**src/rtl/router_reg.sv**
```systemverilog
// Datapath/register block of a 1x3 packet router: header latch, FIFO write data,
// overflow byte buffer and running XOR parity check against the trailing parity byte.
module router_reg #(
  parameter int WIDTH = 8
) (
  input  logic             clock,
  input  logic             resetn,
  input  logic             pkt_valid,
  input  logic             fifo_full,
  input  logic             rst_int_reg,
  input  logic             detect_add,
  input  logic             ld_state,
  input  logic             laf_state,
  input  logic             full_state,
  input  logic             lfd_state,
  input  logic [WIDTH-1:0] data_in,
  output logic             parity_done,
  output logic             low_pkt_valid,
  output logic             err,
  output logic [WIDTH-1:0] dout
);

  logic [WIDTH-1:0] hdr;
  logic [WIDTH-1:0] full_byte;
  logic [WIDTH-1:0] int_par;
  logic [WIDTH-1:0] pkt_par;
  logic             par_capture;

  // Parity byte is taken either straight from the bus or on the replay after an overflow.
  assign par_capture = (ld_state && !fifo_full && !pkt_valid) ||
                       (laf_state && low_pkt_valid && !parity_done);

  // Address 3 does not exist, so such a header never replaces the stored one.
  always_ff @(posedge clock or negedge resetn) begin
    if (!resetn)
      hdr <= '0;
    else if (detect_add && pkt_valid && data_in[1:0] != 2'b11)
      hdr <= data_in;
  end

  always_ff @(posedge clock or negedge resetn) begin
    if (!resetn)
      full_byte <= '0;
    else if (ld_state && fifo_full)
      full_byte <= data_in;
  end

  always_ff @(posedge clock or negedge resetn) begin
    if (!resetn)
      dout <= '0;
    else if (lfd_state)
      dout <= hdr;
    else if (ld_state && !fifo_full)
      dout <= data_in;
    else if (laf_state)
      dout <= full_byte;
  end

  // The parity byte arrives with pkt_valid low, so it never folds into int_par.
  always_ff @(posedge clock or negedge resetn) begin
    if (!resetn)
      int_par <= '0;
    else if (detect_add)
      int_par <= '0;
    else if (lfd_state)
      int_par <= int_par ^ hdr;
    else if (ld_state && pkt_valid && !full_state)
      int_par <= int_par ^ data_in;
  end

  always_ff @(posedge clock or negedge resetn) begin
    if (!resetn) begin
      pkt_par     <= '0;
      parity_done <= 1'b0;
    end else if (detect_add) begin
      pkt_par     <= '0;
      parity_done <= 1'b0;
    end else if (par_capture) begin
      pkt_par     <= data_in;
      parity_done <= 1'b1;
    end
  end

  always_ff @(posedge clock or negedge resetn) begin
    if (!resetn)
      low_pkt_valid <= 1'b0;
    else if (rst_int_reg)
      low_pkt_valid <= 1'b0;
    else if (ld_state && !pkt_valid)
      low_pkt_valid <= 1'b1;
  end

  always_ff @(posedge clock or negedge resetn) begin
    if (!resetn)
      err <= 1'b0;
    else if (detect_add)
      err <= 1'b0;
    else if (parity_done)
      err <= (int_par != pkt_par);
  end

endmodule

```
**config.mk**
```make
export PLATFORM = sky130hd
export DESIGN_NAME = router_reg
export DESIGN_NICKNAME = d
export VERILOG_FILES = /design/src/rtl/router_reg.sv
export SDC_FILE = /design/constraint.sdc
export NUM_CORES = 1
export LEC_CHECK = 0
export ABC_AREA = 0
export CORE_UTILIZATION = 56
export DETAILED_ROUTE_END_ITERATION = 7
export DONT_BUFFER_PORTS = 1
export PLACE_DENSITY = 0.77
export SYNTH_ARGS = -nofsm -noshare
export SYNTH_HDL_FRONTEND = slang
export SYNTH_SLANG_ARGS = --single-unit
```
**constraint.sdc**
```tcl
create_clock -name clock -period 1.04 [get_ports clock]
set_clock_uncertainty 0.05 [all_clocks]
set_input_delay 0.156 -clock clock [delete_from_list [all_inputs] [get_ports clock]]
set_output_delay 0.156 -clock clock [all_outputs]
set_load 0.03 [all_outputs]
```
* After elaboration in Yosys (flattened, before gate mapping)
Index checks and enable logic that the tools add are counted.
Storage, ports and cells: input port bits 18, logic and storage cells 46, output and inout bits 11, bits in registers 43
Cells by class: equal/unequal tests 2, bitwise gates (word level) 2, multiplexer cells 14, reductions and logical operators 20
Operators by type and width (count):
- $mux 8 | 8
- $xor 8x8->8 | 2
- $logic_and 1x1->1 | 10
- $ne 8x8->1 | 1
- $mux 1 | 6
- $reduce_bool 2->1 | 3
- $reduce_bool 3->1 | 2
- $logic_not 1->1 | 4
- $ne 2x2->1 const B | 1
- $logic_or 1x1->1 | 1

* Depth between registers and ports, before layout
depth in word-level cells 6, gate-level depth with buffers 6, gate-level depth less buffers 4

* Least setup slack after synthesis
Ideal clock, no wire load.
path kind register -> register, from register parity_done, to register pkt_par[6], buffers on the path 1, required time 0.858 ns, data arrival time 1.196 ns, setup slack -0.338 ns, cell stages (with the launch flop) 6, period minus slack after synthesis 1.378 ns, setup time 0.132 ns, path through dfrtp_1 inv_1 a32oi_2 buf_6 mux2i_1 nor2_1
Between the ends: word-level cells in the longest chain between the ends 4
RTL lines:
- start: declaration | line 17 | output logic parity_done,
- start signal: assignment | line 74 | parity_done <= 1'b0;
- start signal: assignment | line 77 | parity_done <= 1'b0;
- start signal: assignment | line 80 | parity_done <= 1'b1;
- $logic_not 1->1 | line 31 | (laf_state && low_pkt_valid && !parity_done);
- $logic_and 1x1->1 | line 31
- $logic_or 1x1->1 | line 30 | assign par_capture = (ld_state && !fifo_full && !pkt_valid) ||
- $reduce_bool 2->1 (no source line)
- end signal: assignment | line 79 | pkt_par <= data_in;
- end: declaration | line 26 | logic [WIDTH-1:0] pkt_par;
No other way between the ends. A chain may end at the register's enable or synchronous reset.

* Final worst setup path
from register low_pkt_valid, to output port low_pkt_valid
RTL lines:
- start: declaration | line 18 | output logic low_pkt_valid,
- start signal: assignment | line 86 | low_pkt_valid <= 1'b0;
- start signal: assignment | line 88 | low_pkt_valid <= 1'b0;
- start signal: assignment | line 90 | low_pkt_valid <= 1'b1;
No word-level cell between the ends.

==> impl.org <==
** Outcome
- Run status :: finished with violations
- The checks that failed: negative hold slack, negative setup slack.

** Layout
- Fin util :: 76.04%
- The finished layout holds 272 standard cells, fillers aside.
- Final cell area excluding filler cells :: 2597 um^2
- Of the cells placed in the final design, the portion with a size suffix greater than 1 is 31.42%.
- ANT cells :: 0
- Nets :: about 240
- From synthesis to final layout, the design area changed by 27.83%.

** Placed design
- RePlAce Congestion :: 0.7758
- Quantity of I/O buffers inserted on ports :: 0
- Total instance count after detailed placement :: 244
- Dpl hpwl :: 3073 um
- In this run the cell area measured after placement is 2271 um^2.
- OpenSTA, run right after detailed placement, puts the worst setup slack at -0.2300 ns.

** Timing
- Final worst path period need :: 1.269 ns
- In the finished design, the share of the clock period the worst path needs comes to 122.0%.
- F_max :: ~0.79 GHz
- Setup violations, final :: 22
- In this run the tightest slew margin relative to its limit is between 60% and 70%.
- Across all hold checks on the routed design, the worst slack comes to -0.5807 ns.
- The number of endpoints with negative hold slack in the final report is 61.
- The max-slew violation count came to 0.
- At the pin with the least slew margin, the transition time is roughly 0.47 ns.
- Setup slack of the critical path after layout :: -0.2290 ns
- Unrepaired setup endpoints after global routing :: yes

** Floorplanning
- Total number of placement rows :: 21
- Core ar. :: 3416 um^2
- Vertical die dimension :: ~62 um
- From left edge to right edge, the die measures 62.24 um.
- Once the floorplan was initialized, standard cells occupied 59.49% of the core.
- The floorplan step defined a die boundary enclosing ~3900 um^2.
- IO Count :: 29

** Route
- The detail route stage leaves a number of antenna-violating nets equal to 0.
- Count of routing violations after the opening detailed-route iteration :: 93
- In the routed layout, each cell is associated on average with a via count of 5.849.
- Total wirelength of the detailed-routed design :: 5018 um
- Total via count in the routed design :: 1591
- WL per Instance :: between 15 and 20 um
- For this run, design rule violations remaining after detail routing come to 0.
- Drt pass-1 iters :: 5

** GRT
- Entering global routing, the biggest net connects 44 pins.
- The number of global-route vias before repair came to 1607.
- The first global-routing pass estimated 8197 um of wire.
- Global-route total usage across every layer :: ~28%
- Number of antenna violations at the first check in global routing :: 0
- Overflow after GRT :: 0

** Yosys
- Number of nets produced by synthesis :: 196
- Mapped Avg Cell Area :: 11.42 um^2
- Dominant cells by area after synthesis :: sky130_fd_sc_hd__dfrtp_1 (53%), sky130_fd_sc_hd__mux2i_1 (7.9%), sky130_fd_sc_hd__mux2_2 (7.8%)
- Portion of the post-synthesis area used by sequential elements :: 52.96%
- Yosys mapped a number of flops with a built-in enable equal to 0.
- After synthesis, the most frequently instantiated cells are sky130_fd_sc_hd__dfrtp_1 (43), sky130_fd_sc_hd__nor2_1 (23), sky130_fd_sc_hd__a21oi_1 (18).
- Of all cell types, the one taking the most synthesized area is sky130_fd_sc_hd__dfrtp_1.
- In the synthesized netlist the dominant register cell turns out to be sky130_fd_sc_hd__dfrtp_1.
- Most common cell in the synthesized netlist :: sky130_fd_sc_hd__dfrtp_1
- Counting flops and latches in the post-synthesis netlist gives 43.
- After synthesis, the netlist uses 26 different library cells.
- Top-area cell type share of the netlist area :: 52.96%
- Yosys printed 0 warnings.
- Instance count of the mapped netlist :: 178
- Async S/R FF share, synth :: 100.0%
- Area of the mapped netlist :: 2032 um^2

** Clocking
- Total CTS buffers :: 5
- Maximum level of the CTS H-tree :: 2
- Clock tree root driver cell :: sky130_fd_sc_hd__clkbuf_4
- Clk_lat worst skew :: 0.36 ns
- Clock-pin slew was measured on the worst setup and hold paths at 0.12 ns.
- The longest clock path from root to sink contains 2 buffers.
- TritonCTS built the clock tree.
- The number of hold buffers added after CTS was 12.
- Clk sinks :: 43

** Critical path
- Worst reg-to-reg setup slack :: -0.21 ns
- The critical path is of the flip-flop to primary output type.
- Arrival time of data at the critical path endpoint :: about 1.1 ns
- Type of element capturing the critical path :: primary output
- The worst setup path is launched from a flip-flop.
- Along the worst path, the maximum fanout reaches 2.
- Destination of the worst register-to-register timing path :: pkt_par[6]
- For the worst setup path, the data required time is 0.83 ns.
- The startpoint identified for the worst register-to-register timing path is low_pkt_valid.
- Depth of the worst register-to-register path :: 4

** Power and ir drop
- Summed over all cells, the static leakage comes to 1.224 nW.
- VDD IR-drop max :: approximately 1.4 mV
- Power density over cell area :: 1587 nW/um^2

** Worst hold path
- Worst min path class :: input port to async pin

** Flow run
- Max Cap Violations :: 0
[metrics by stage]
stage / setup TNS, ns / total power [W] / hold WS [ns]
after detailed placement: -3.059 / 0.003010 / -0.1887
after floorplan: -1.871 / 0.002718 / -0.1896
after global routing: -4.082 / 0.004324 / -0.6157
final: -2.806 / 0.004122 / -0.5807
after CTS: -3.166 / 0.004093 / -0.5929
after global placement: -2.452 / 0.002955 / -0.1886
[cells by family (layout without fill, tap and decap cells)]
kind of cell              after synthesis  after routing  share of synthesized area (%)
xor gates and xnor gates               16             16                          6.897
DFF                                    43             43                          52.96
muxes                                  30             30                          15.64
and+or+nand+nor                        48             48                          10.78
AOI/OAI and AO/OA                      30             30                          10.22
buffers and inverters                  11             59                          3.510
[worst max-delay path, cell delays in order, from the launching register on]
cell and delay, ns:
sky130_fd_sc_hd__dfrtp_2 0.43, sky130_fd_sc_hd__buf_4 0.14, sky130_fd_sc_hd__buf_6 0.13
[sequential cells by signal, indices dropped and copies added, names as in the netlist]
register	count
dout	8
pkt_par	8
err	1
full_byte	8
low_pkt_valid	1
parity_done	1
hdr	8
int_par	8
[cell type report]
type / instances / area [um^2]
flip-flops and latches: 43 / 1079
multi-input cells: 124 / 918.4
fillers: 218 / 818.3
clock buffers: 8 / 68.82
inverters: 2 / 7.507
well taps: 46 / 57.56
repair buffers: 49 / 466.7
[metal layers]
layer	vias to the layer above	wire length, um	track usage, %
li1	722	-	-
met1	773	2042	37.35
met2	80	2484	45.60
met3	16	389	8.272
met4	0	102	7.267
met5	-	0	0
[worst max path at each step]
stage                   from             to  slack [ns]
6_report       low_pkt_valid  low_pkt_valid       -0.23
2_1_floorplan  low_pkt_valid     pkt_par[6]       -0.23
4_1_cts           int_par[0]            err       -0.22
3_3_place_gp      int_par[0]            err       -0.18
3_5_place_dp      int_par[0]            err       -0.23
5_1_grt        low_pkt_valid     pkt_par[1]       -0.28
[where the power goes]
| part | internal (W) | total [W] | switching [W] |
|---|---|---|---|
| Clock | 0.000398 | 0.000924 | 0.000525 |
| Combinational | 0.000625 | 0.00111 | 0.000490 |
| Sequential | 0.00190 | 0.00208 | 0.000181 |
[timing repair]
action                     CTS  global route
hold endpoints to repair    86            61
resized for setup           14             5
setup endpoints to repair   22            36
setup buffers                5             3
pin swaps                    2             2
[placed cells by master (no fill, tap or decap), drive strengths merged]
cell and instances:
a32oi 1, nor2 24, a21oi 18, nand3b 1, xor2 3, nand4 1
nand2b 1, nor3 1, nand3 8, buf 37, dlymetal6s4s 1, a221o 8
mux2 14, xnor2 13, nand2 10, clkbuf 8, o21bai 1, inv 2
a31oi 1, a21o 1, nor2b 1, nor4 1, mux2i 16, dlygate4sd3 11
dfrtp 43
Note: power is estimated with default switching activity, not from simulation.
